## src/rtl/pc_ir_fetch_unit.sv

```systemverilog
`default_nettype none
// ============================================================================
// Module      : pc_ir_fetch_unit
// Description : Fetch/decode-side register stage of a multicycle MIPS datapath.
//               Holds PC, IR, MDR and ALUOut, selects the unified-memory
//               address, applies next-PC selection and slices the IR into
//               instruction fields. Also keeps a saturating fetch counter and
//               a sticky illegal-opcode flag for debug.
// Ports       : clk, rst_n              - clock, async active-low reset
//               ir_write, pc_write,
//               branch, pc_src, iord    - control from the multicycle FSM
//               zero, alu_result        - ALU flag / combinational result
//               mem_rdata, mem_addr     - unified memory read data / address
//               pc, alu_out, mdr, ir    - architectural registers
//               opcode..imm             - decoded IR fields
//               fetch_count, illegal_op - debug status
// Revision    : 1.0 - initial release
// ============================================================================
module pc_ir_fetch_unit #(
    parameter int                 DATA_W   = 32,
    parameter logic [DATA_W-1:0]  RESET_PC = 32'h0000_0000,
    parameter int                 CNT_W    = 16
) (
    input  logic              clk,
    input  logic              rst_n,
    input  logic              ir_write,
    input  logic              pc_write,
    input  logic              branch,
    input  logic [1:0]        pc_src,
    input  logic              iord,
    input  logic              zero,
    input  logic [DATA_W-1:0] alu_result,
    input  logic [DATA_W-1:0] mem_rdata,
    output logic [DATA_W-1:0] mem_addr,
    output logic [DATA_W-1:0] pc,
    output logic [DATA_W-1:0] alu_out,
    output logic [DATA_W-1:0] mdr,
    output logic [DATA_W-1:0] ir,
    output logic [5:0]        opcode,
    output logic [4:0]        rs,
    output logic [4:0]        rt,
    output logic [4:0]        rd,
    output logic [5:0]        funct,
    output logic [15:0]       imm,
    output logic [CNT_W-1:0]  fetch_count,
    output logic              illegal_op
);

    localparam logic [1:0]       C_PCSRC_ALU  = 2'b00;
    localparam logic [1:0]       C_PCSRC_ALUO = 2'b01;
    localparam logic [1:0]       C_PCSRC_JUMP = 2'b10;
    localparam logic [CNT_W-1:0] C_CNT_MAX    = '1;
    localparam logic [CNT_W-1:0] C_CNT_ONE    = {{(CNT_W-1){1'b0}}, 1'b1};

    logic [DATA_W-1:0] pc_q, pc_d;
    logic [DATA_W-1:0] ir_q, ir_d;
    logic [DATA_W-1:0] mdr_q;
    logic [DATA_W-1:0] alu_out_q;
    logic [CNT_W-1:0]  cnt_q, cnt_d;
    logic              ill_q, ill_d;
    logic              w_pc_en;
    logic              w_op_legal;
    logic [5:0]        w_new_op;

    assign w_pc_en  = pc_write | (branch & zero);
    assign w_new_op = mem_rdata[31:26];

    // Opcode support check is done on the incoming word so the flag sets on
    // the same edge the IR captures it.
    always_comb begin
        w_op_legal = 1'b0;
        case (w_new_op)
            6'h00, 6'h23, 6'h2B, 6'h04, 6'h08, 6'h02: w_op_legal = 1'b1;
            default:                                  w_op_legal = 1'b0;
        endcase
    end

    // Next-PC selection. The jump target uses the pre-edge IR/PC; word
    // addressing means no <<2 on the 26-bit target.
    always_comb begin
        pc_d = pc_q;
        if (w_pc_en) begin
            case (pc_src)
                C_PCSRC_ALU:  pc_d = alu_result;
                C_PCSRC_ALUO: pc_d = alu_out_q;
                C_PCSRC_JUMP: pc_d = {pc_q[31:26], ir_q[25:0]};
                default:      pc_d = pc_q;
            endcase
        end
    end

    always_comb begin
        ir_d  = ir_q;
        cnt_d = cnt_q;
        ill_d = ill_q;
        if (ir_write) begin
            ir_d = mem_rdata;
            if (cnt_q != C_CNT_MAX) begin
                cnt_d = cnt_q + C_CNT_ONE;
            end
            if (!w_op_legal) begin
                ill_d = 1'b1;
            end
        end
    end

    always_ff @(posedge clk or negedge rst_n) begin
        if (!rst_n) begin
            pc_q      <= RESET_PC;
            ir_q      <= '0;
            mdr_q     <= '0;
            alu_out_q <= '0;
            cnt_q     <= '0;
            ill_q     <= 1'b0;
        end else begin
            pc_q      <= pc_d;
            ir_q      <= ir_d;
            mdr_q     <= mem_rdata;
            alu_out_q <= alu_result;
            cnt_q     <= cnt_d;
            ill_q     <= ill_d;
        end
    end

    assign mem_addr    = iord ? alu_out_q : pc_q;
    assign pc          = pc_q;
    assign alu_out     = alu_out_q;
    assign mdr         = mdr_q;
    assign ir          = ir_q;
    assign opcode      = ir_q[31:26];
    assign rs          = ir_q[25:21];
    assign rt          = ir_q[20:16];
    assign rd          = ir_q[15:11];
    assign funct       = ir_q[5:0];
    assign imm         = ir_q[15:0];
    assign fetch_count = cnt_q;
    assign illegal_op  = ill_q;

endmodule
`default_nettype wire

```

## config.mk

```make
export PLATFORM = sky130hd
export DESIGN_NAME = pc_ir_fetch_unit
export DESIGN_NICKNAME = d
export VERILOG_FILES = /design/src/rtl/pc_ir_fetch_unit.sv
export SDC_FILE = /design/constraint.sdc
export NUM_CORES = 1
export LEC_CHECK = 0
export ABC_AREA = 1
export CORE_ASPECT_RATIO = 1.5
export CORE_MARGIN = 10
export CORE_UTILIZATION = 23
export CTS_BUF_LIST = sky130_fd_sc_hd__clkbuf_4 sky130_fd_sc_hd__clkbuf_8 sky130_fd_sc_hd__clkbuf_16
export CTS_CLUSTER_DIAMETER = 200
export DETAILED_ROUTE_END_ITERATION = 7
export DONT_BUFFER_PORTS = 1
export SLEW_MARGIN = 10
export SYNTH_ARGS = -nofsm -noshare
export SYNTH_HDL_FRONTEND = slang
export SYNTH_SLANG_ARGS = --single-unit
```

## constraint.sdc

```tcl
create_clock -name clk -period 1.5 [get_ports clk]
set_input_delay 0.3 -clock clk [delete_from_list [all_inputs] [get_ports clk]]
set_output_delay 0.3 -clock clk [all_outputs]
set_load 0.02 [all_outputs]
```

==> results.yml, run 1 <==
routing:
  firstDrtPassIters: 4
  drc: 0
  drt-wirelength-per-cell_um: 18.6
  viasPerCell: 4.42
  ant_nets: 0
  drtIter0Drc: 210
  dr_total_vias: 5380
  detail_route.wirelength_um: 22700
grt:
  grt_pass1_vias: 5796
  grt_use_total_pct: 13.0
  gr-total-overflow: 0
  grt_max_degree: 146
  antenna_found_initial: 0
  grt_first_pass_wirelength_um: 34700
sta:
  skew_ns: 0.0121
  fin_tns_setup_ns: -0.0201
  worstMarginPinSlew_ns: 0.469
  finalCriticalPeriod_ns: 1.51
  fin_hold_ws_ns: -0.449
  hold_violations: 145
  setup_violations: 3
  max_freq_ghz: 0.660
  finalMaxSlewViolations: 0
  rsz0062_at_grt: "yes"
  setup_ws_ns: -0.0149
  slew_headroom_pct: 68.7
  fin_crit_sh_pct: 101
cells_and_area:
  final_util_pct: 32.7
  area_delta_synth_final_pct: 39.5
  nNetsFinal: 940
  multi_input_area_um2: 2140
  n_fill_cell: 2773
  seq_area_um2: 3670
  fin_cells: 1217
  n_antenna_cell: 0
  drive_gt1_share_pct: 28.9
critical_path:
  path_cells: "nand2_1, o21ai_1, buf_4"
  cp.required_ns: 1.20
  crit_path_max_fanout: 3
  max_stage_delay_ns: 0.47
  critPathKind: "register to output port"
  critical_path.endpoint_type: "output port"
  arrival_ns: 1.21
  cp_slowest_cell: "dfrtp_2"
  start_kind: "register"
clocking:
  clockRootBuffer: "clkbuf_16"
  cts_tree: "built"
  clock_sinks: 145
  cts_hold_buf: 65
  htree_num_levels: 4
  clockBufferDepth: 2
  clkLatencyLatePin_ns: 0.44
  clkTransAtPathRegs_ns: 0.07
  numCtsBuffers: 17
status:
  status: "finished with violations"
  violations: "negative hold slack, negative setup slack"
die:
  core_um2: 27400
  fp.dieH_um: 225
  initial_utilization_pct: 23.4
  die-area_um2: 35200
  rows: 74
  ios: 293
  dieWidth_um: 156
pwr:
  seqPwrFrac_pct: 40.2
  pwr-share-comb_pct: 21.2
  p_per_area_nw_per_um2: 1330
  p_sw_mw: 3.76
  sw_frac_of_total_pct: 31.5
  peakVddDrop_mv: 0.885
  clkPwrFrac_pct: 38.6
  p_int_mw: 8.19
  leakage_nw: 4.11
synth:
  synth_seq_cells: 145
  yosysWarnings: 0
  netlist-cell-type-count: 28
  syn_inst: 719
  syn-cell-area_um2: 6430
  synth_area_per_cell_um2: 8.94
  synth-seq-area-share_pct: 56.5
  synth_nets: 797
placed_design:
  port_buffers: 0
  dp.cells: 1112
  place.gp.congestion: 0.812
  dp_hpwl_um: 16100
  dp_slack_ns: -0.0270
run:
  maxCapViolations: 0
hold_path:
  hp-class: "input port to asynchronous set/reset pin"
## stage by stage
stage | area, um^2 | total power [mW]
after floorplan | 6430 | 6.24
after global placement | 7410 | 7.02
after detailed placement | 7410 | 7.05
after CTS | 8830 | 12.0
after global routing | 8960 | 12.5
final | 8960 | 11.9
## critical path, delay by kind of cell (launching register included)
family / cells / cell delay, ns
AO/OA/AOI/OAI: 1 / 0.07
buffers and inverters: 1 / 0.16
flip-flops: 1 / 0.47
AND/OR/NAND/NOR: 1 / 0.08
## power groups by stage
stage	clock network, mW	logic, mW	registers (mW)
global route	4.90	2.76	4.86
floorplan	0	1.14	5.10
global placement	0	2.20	4.82
finish	4.61	2.53	4.80
CTS	4.76	2.48	4.78
detailed placement	0	2.22	4.83
## final cells by class
type	count	share of cell area, %
clock inverter	12	2.02
tap	342	4.77
clock buffer	20	5.07
sequential	145	40.9
timing repair buffer	200	19.9
inverter	82	3.43
multi-input combinational	416	23.9
## cell usage after synthesis (all sizes together)
| cell type | n | share of area [%] |
|---|---|---|
| nand3b | 1 | 0.12 |
| ha | 5 | 0.97 |
| nand2 | 198 | 12 |
| xor2 | 2 | 0.27 |
| nand4 | 4 | 0.39 |
| a21o | 1 | 0.12 |
| a21oi | 8 | 0.62 |
| inv | 82 | 4.8 |
| o211ai | 26 | 3.0 |
| nor3 | 1 | 0.078 |
| nand3 | 34 | 2.6 |
| o21ai | 105 | 8.5 |
| nor2 | 27 | 2.2 |
| buf | 57 | 6.3 |
| dfrtp | 145 | 56 |
| xnor2 | 4 | 0.55 |
| clkbuf | 19 | 1.1 |
## layout by cell type, fill, tap and decap left out, types with 5 or more instances in the layout
master / instances
buf_12: 5
buf_4: 120
buf_6: 10
clkbuf_16: 17
dfrtp_1: 113
dfrtp_2: 32
dlygate4sd3_1: 64
inv_1: 69
inv_2: 13
nand2_1: 191
nand2_2: 5
nand3_1: 34
nor2_1: 13
nor2_2: 6
nor2_4: 8
o211ai_1: 26
o21ai_0: 70
o21ai_1: 21
o21ai_2: 12
## state kept, by name, summed over array words and instances, names as in the netlist
name,flops
alu_out,32
fetch_count,16
illegal_op,1
ir,32
mdr,32
pc,32
## routing by layer
metal	part of all wire [%]	track usage, %	wire, um
met2	51	22.2	11600
met3	9.3	5.75	2120
met1	37	13.8	8500
met4	1.9	5.04	434
met5	0	0	0
## logic make-up after synthesis
kind of cell	Yosys count	synth area share [%]
compound gates	140	12.2
xor+xnor	6	0.818
fa+ha+maj	5	0.974
buf+inv	158	12.2
flops	145	56.5
simple gates	265	17.3
## worst paths after layout
path | cells after the start | end | from | slack [ns]
max | 3 | mem_addr[22] | alu_out[22] | -0.01
min | 0 | fetch_count[15] | rst_n | -0.45
min in group clk | 2 | fetch_count[8] | ir_write | 0.05
max in group asynchronous | 0 | alu_out[24] | rst_n | 1.75
min reg2reg | 1 | fetch_count[8] | fetch_count[8] | 0.53
max reg2reg | 9 | fetch_count[11] | fetch_count[0] | 0.10
## repair_timing
action | in CTS | in global routing
endpoints found under the hold margin | 242 | 145
pin swaps | 18 | 17
buffers inserted | 2 | 6
gates resized for setup | 76 | 33
endpoints found under the setup margin | 30 | 46
Note: power is estimated with default switching activity, not from simulation.
==> run 2, diff against run 1 <==
--- a/config.mk
+++ b/config.mk
@@ -6,6 +6,7 @@
 export NUM_CORES = 1
 export LEC_CHECK = 0
 export ABC_AREA = 1
+export ABC_CLOCK_PERIOD_IN_PS = 1600
 export CORE_ASPECT_RATIO = 1.5
 export CORE_MARGIN = 10
 export CORE_UTILIZATION = 23
@@ -13,6 +14,7 @@
 export CTS_CLUSTER_DIAMETER = 200
 export DETAILED_ROUTE_END_ITERATION = 7
 export DONT_BUFFER_PORTS = 1
+export MAX_ROUTING_LAYER = met4
 export SLEW_MARGIN = 10
 export SYNTH_ARGS = -nofsm -noshare
 export SYNTH_HDL_FRONTEND = slang
==> constraint.sdc (replaced) <==
create_clock -name clk -period 1.6 [get_ports clk]
set_input_delay 0.32 -clock clk [delete_from_list [all_inputs] [get_ports clk]]
set_output_delay 0.32 -clock clk [all_outputs]
set_load 0.02 [all_outputs]
==> run 2 against run 1 <==
  * Register-to-register slack better by 0.07 ns
  * Worst hold slack improved by 0.032 ns
  * Core utilization fell by 0.72 points
  * Die area did not move
  * Clock power down 6.1%
  * Via count decreased by 0.69%
  * The run ends with negative hold slack left
==> results.yml, run 2 (synthesis results as in run 1) <==
critical_path:
  cp_top_family: "flip-flops"
  max_stage_delay_ns: 0.44
  start_kind: "register"
  path_buf_inv: 1
  arrival_ns: 1.24
  cp_slowest_cell: "dfrtp_2"
  critical_path.endpoint_type: "output port"
  path_depth: 3
  crit_path_max_fanout: 3
  path_cells: "nor2_1, a21oi_1, buf_4"
  cp.required_ns: 1.28
  critPathKind: "register to output port"
  rr_worst_depth: 9
routing:
  drtIter0Drc: 217
  drc: 0
  firstDrtPassIters: 5
  detail_route.wirelength_um: 23900
  ant_nets: 0
  viasPerCell: 4.47
  drt-wirelength-per-cell_um: 20.0
  dr_total_vias: 5343
run:
  maxCapViolations: 0
die:
  die-area_um2: 35200
  ios: 293
  dieWidth_um: 156
  fp.dieH_um: 225
  rows: 74
  initial_utilization_pct: 23.4
  core_um2: 27400
sta:
  hold_violations: 145
  max_freq_ghz: 0.640
  fin_hold_ws_ns: -0.417
  rsz0062_at_grt: "yes"
  finalCriticalPeriod_ns: 1.56
  finalMaxSlewViolations: 0
  worstMarginPinSlew_ns: 0.534
  setup_violations: 0
  skew_ns: 0.00724
  fin_crit_sh_pct: 97.6
  setup_ws_ns: 0.0386
  slew_headroom_pct: 64.3
clocking:
  htree_num_levels: 4
  numCtsBuffers: 17
  clock_sinks: 145
  clockRootBuffer: "clkbuf_16"
  cts_hold_buf: 67
  clkLatencyLatePin_ns: 0.44
  cts_tree: "built"
  clkTransAtPathRegs_ns: 0.06
  clockBufferDepth: 2
status:
  violations: "negative hold slack"
  status: "finished with violations"
hold_path:
  hp-class: "input port to asynchronous set/reset pin"
cells_and_area:
  n_antenna_cell: 0
  nNetsFinal: 919
  final_cell_mix: "nand2_1, dfrtp_1, buf_4, o21ai_0, inv_1"
  drive_gt1_share_pct: 26.3
  n_fill_cell: 2811
  final_util_pct: 32.0
  final_common_cell: "nand2_1"
  area_delta_synth_final_pct: 36.4
pwr:
  peakVddDrop_mv: 0.730
  p_per_area_nw_per_um2: 1260
  pwr-share-comb_pct: 19.3
  seqPwrFrac_pct: 41.5
  leakage_nw: 3.98
  power_mw: 11.1
  clkPwrFrac_pct: 39.2
  p_sw_mw: 3.46
  sw_frac_of_total_pct: 31.3
  p_int_mw: 7.60
grt:
  grt_max_degree: 146
  antenna_found_initial: 0
  grt_pass1_vias: 5579
  gr-total-overflow: 0
  grt_use_total_pct: 13.9
  grt_first_pass_wirelength_um: 35100
placed_design:
  place.gp.congestion: 0.818
  dp_hpwl_um: 16200
  dp_slack_ns: 0.0382
  port_buffers: 0
-- run 2: path summary, 6_finish.rpt --
path / start / endpoint / slack [ns]
min in group clk: ir_write / ir[11] / 0.03
hold / removal: rst_n / mdr[28] / -0.42
setup reg to reg: fetch_count[0] / fetch_count[7] / 0.17
hold reg to reg: ir[0] / ir[0] / 0.55
max in group asynchronous: rst_n / alu_out[12] / 1.76
setup / recovery: pc[26] / mem_addr[26] / 0.04
-- run 2: timing repair --
| action | 4_1_cts | 5_1_grt |
|---|---|---|
| pin swaps | 1 | 9 |
| endpoints found under the setup margin | 26 | 32 |
| gates resized for setup | 52 | 41 |
| setup buffers | 0 | 5 |
| hold endpoints to repair | 241 | 145 |
-- run 2: layout make-up --
type,count,area [um^2],area share [%]
flip-flops and latches,145,3680,42.0
multi-input cells,416,2070,23.6
repair buffers,179,1640,18.8
clock buffers,22,475,5.42
well taps,342,428,4.88
inverters,82,308,3.51
clock inverters,9,156,1.78
-- run 2: power groups by stage --
stage                     logic [mW]  registers, mW  clock network (mW)
final                           2.14           4.59                4.33
after global routing            2.32           4.64                4.59
after CTS                       2.10           4.60                4.47
after detailed placement        1.90           4.63                   0
after global placement          1.88           4.63                   0
after floorplan                 1.06           4.78                   0
-- run 2: per-layer routing --
| layer | vias to the layer above | share of wire, % | GRT usage [%] |
|---|---|---|---|
| li1 | 2499 | - | - |
| met1 | 2601 | 40 | 15.2 |
| met2 | 210 | 51 | 22.7 |
| met3 | 33 | 7.2 | 4.43 |
| met4 | 0 | 2.6 | 6.14 |
| met5 | - | 0 | - |
-- run 2: stage by stage --
stage | instances | area, um^2 | TNS [ns] | hold slack [ns]
after global placement | 1092 | 7280 | 0 | 0.0303
after global routing | 1195 | 8770 | -0.0381 | -0.455
final | 1195 | 8770 | 0 | -0.417
after floorplan | 719 | 6430 | 0 | 0.0244
after CTS | 1190 | 8650 | -0.000527 | -0.456
after detailed placement | 1092 | 7280 | 0 | 0.0302
==> run 3, diff against run 2 <==
--- a/config.mk
+++ b/config.mk
@@ -9,12 +9,13 @@
 export ABC_CLOCK_PERIOD_IN_PS = 1600
 export CORE_ASPECT_RATIO = 1.5
 export CORE_MARGIN = 10
-export CORE_UTILIZATION = 23
+export CORE_UTILIZATION = 55
 export CTS_BUF_LIST = sky130_fd_sc_hd__clkbuf_4 sky130_fd_sc_hd__clkbuf_8 sky130_fd_sc_hd__clkbuf_16
 export CTS_CLUSTER_DIAMETER = 200
 export DETAILED_ROUTE_END_ITERATION = 7
 export DONT_BUFFER_PORTS = 1
 export MAX_ROUTING_LAYER = met4
+export PLACE_DENSITY = 0.7
 export SLEW_MARGIN = 10
 export SYNTH_ARGS = -nofsm -noshare
 export SYNTH_HDL_FRONTEND = slang
==> run 3 against run 2 <==
  * The flow still finishes with violations (negative hold slack)
  * Sequential cell count unchanged
  * Register-to-register slack worse by 0.05 ns
  * Core utilization grew 40 points
  * Global-route usage is 11 points higher
  * First-iteration DRC count rose by 69%
  * Worst hold slack better by 0.024 ns
  * Fmax is 0.82% lower
  * Design area decreased by 6.1%
  * Total power decreased by 4.5%
==> results.yml, run 3 (synthesis results as in run 1) <==
sta:
  finalCriticalPeriod_ns: 1.57
  hold_violations: 145
  fin_hold_ws_ns: -0.393
  slew_headroom_pct: 71.3
  worstMarginPinSlew_ns: 0.431
  setup_ws_ns: 0.0257
  max_freq_ghz: 0.635
  fin_tns_setup_ns: 0
  fin_crit_sh_pct: 98.4
  finalMaxSlewViolations: 0
  setup_violations: 0
  skew_ns: 0.00877
grt:
  grt_use_total_pct: 25.4
  gr-total-overflow: 0
  grt_first_pass_wirelength_um: 32100
  grt_pass1_vias: 5705
  antenna_found_initial: 0
  grt_max_degree: 146
cells_and_area:
  n_fill_cell: 807
  drive_gt1_share_pct: 23.2
  nNetsFinal: 899
  final_cell_mix: "nand2_1, dfrtp_1, buf_4, inv_1, o21ai_0"
  area_delta_synth_final_pct: 28.1
  final_util_pct: 71.8
  n_antenna_cell: 0
  final_common_cell: "nand2_1"
  fin_cells: 982
critical_path:
  reg2reg_setup_slack_ns: 0.12
  rr_worst_depth: 9
  cp.required_ns: 1.28
  start_kind: "register"
  crit_path_max_fanout: 3
  arrival_ns: 1.25
  r2r-start: "fetch_count[0]"
  rr_endpoint: "fetch_count[12]"
  critical_path.endpoint_type: "output port"
  critPathKind: "register to output port"
  crit_start: "pc[26]"
routing:
  detail_route.wirelength_um: 21000
  viasPerCell: 5.58
  drc: 0
  dr_total_vias: 5482
  ant_nets: 0
  firstDrtPassIters: 5
  drtIter0Drc: 367
  drt-wirelength-per-cell_um: 21.4
die:
  initial_utilization_pct: 56.0
  core_um2: 11500
  die-area_um2: 16500
  ios: 293
  rows: 48
  dieWidth_um: 108
  fp.dieH_um: 152
placed_design:
  place.gp.congestion: 0.898
  port_buffers: 0
  dp_hpwl_um: 14200
  dp.cells: 887
  dp_slack_ns: -0.0401
clocking:
  cts_hold_buf: 64
  cts_tree: "built"
  numCtsBuffers: 17
  clkLatencyLatePin_ns: 0.40
  clkTransAtPathRegs_ns: 0.06
  clockRootBuffer: "clkbuf_16"
  clock_sinks: 145
  htree_num_levels: 4
  clockBufferDepth: 2
pwr:
  peakVddDrop_mv: 1.06
  p_per_area_nw_per_um2: 1280
  sw_frac_of_total_pct: 30.7
  pwr-share-comb_pct: 18.6
  clkPwrFrac_pct: 37.7
  leakage_nw: 3.85
  p_sw_mw: 3.24
  p_int_mw: 7.32
  seqPwrFrac_pct: 43.8
hold_path:
  hp-class: "input port to asynchronous set/reset pin"
status:
  status: "finished with violations"
  violations: "negative hold slack"
run:
  maxCapViolations: 0
run 3: cell types whose count changed in the layout (fill, tap and decap cells not counted), moves of 5 or more:
cell | previous run | this run
buf_4 | 98 | 91
inv_1 | 74 | 81
inv_2 | 8 | 1
buf_6 | 6 | 0
o21ai_0 | 75 | 81
buf_12 | 9 | 4
dfrtp_1 | 102 | 97
dfrtp_2 | 43 | 48
run 3: routing by layer:
layer  up-vias  wire (um)  track usage [%]
li1       2458          -                -
met1      2669       7280             26.7
met2       315      10900             42.4
met3        40       2240             9.06
met4         0        584             9.39
met5         -          0                -
run 3: power by group through the flow:
stage	sequential (mW)	combinational, mW	clock [mW]
floorplan	4.78	1.06	0
global placement	4.64	1.74	0
detailed placement	4.65	1.79	0
CTS	4.61	1.93	4.04
global route	4.67	2.13	4.20
finish	4.62	1.96	3.98
run 3: worst max path at each step:
stage                       to  slack (ns)  depth (start not counted)
2_1_floorplan  fetch_count[12]        0.04                          9
3_3_place_gp            pc[27]        0.09                          7
3_5_place_dp            pc[26]       -0.04                          7
4_1_cts           mem_addr[14]       0.002                          3
5_1_grt           mem_addr[26]       -0.07                          3
6_report          mem_addr[26]        0.03                          3
run 3: final cells by class:
class	count	area, um^2	share of cell area (%)
Timing Repair Buffer	159	1400	17.1
Sequential cell	145	3690	44.8
Clock inverter	10	136	1.66
Clock buffer	20	460	5.59
Inverter	82	308	3.74
Multi-Input combinational cell	416	2050	24.9
Tap cell	150	188	2.28
run 3: timing repair:
| item | in CTS | in global routing |
|---|---|---|
| endpoints found under the setup margin | 22 | 36 |
| endpoints found under the hold margin | 209 | 145 |
| resized for setup | 32 | 38 |
| pin swaps | 0 | 2 |
| buffers inserted | 0 | 1 |
run 3: critical path: stages (launching register included):
cell and delay [ns]:
dfrtp_2 0.47, nor2_1 0.17, a21oi_2 0.06, buf_4 0.16
run 3: stage by stage:
stage	power (mW)	instance area, um^2
6_report	10.6	8230
5_1_grt	11.0	8230
4_1_cts	10.6	8160
3_5_place_dp	6.44	6890
3_3_place_gp	6.38	6890
2_1_floorplan	5.84	6430
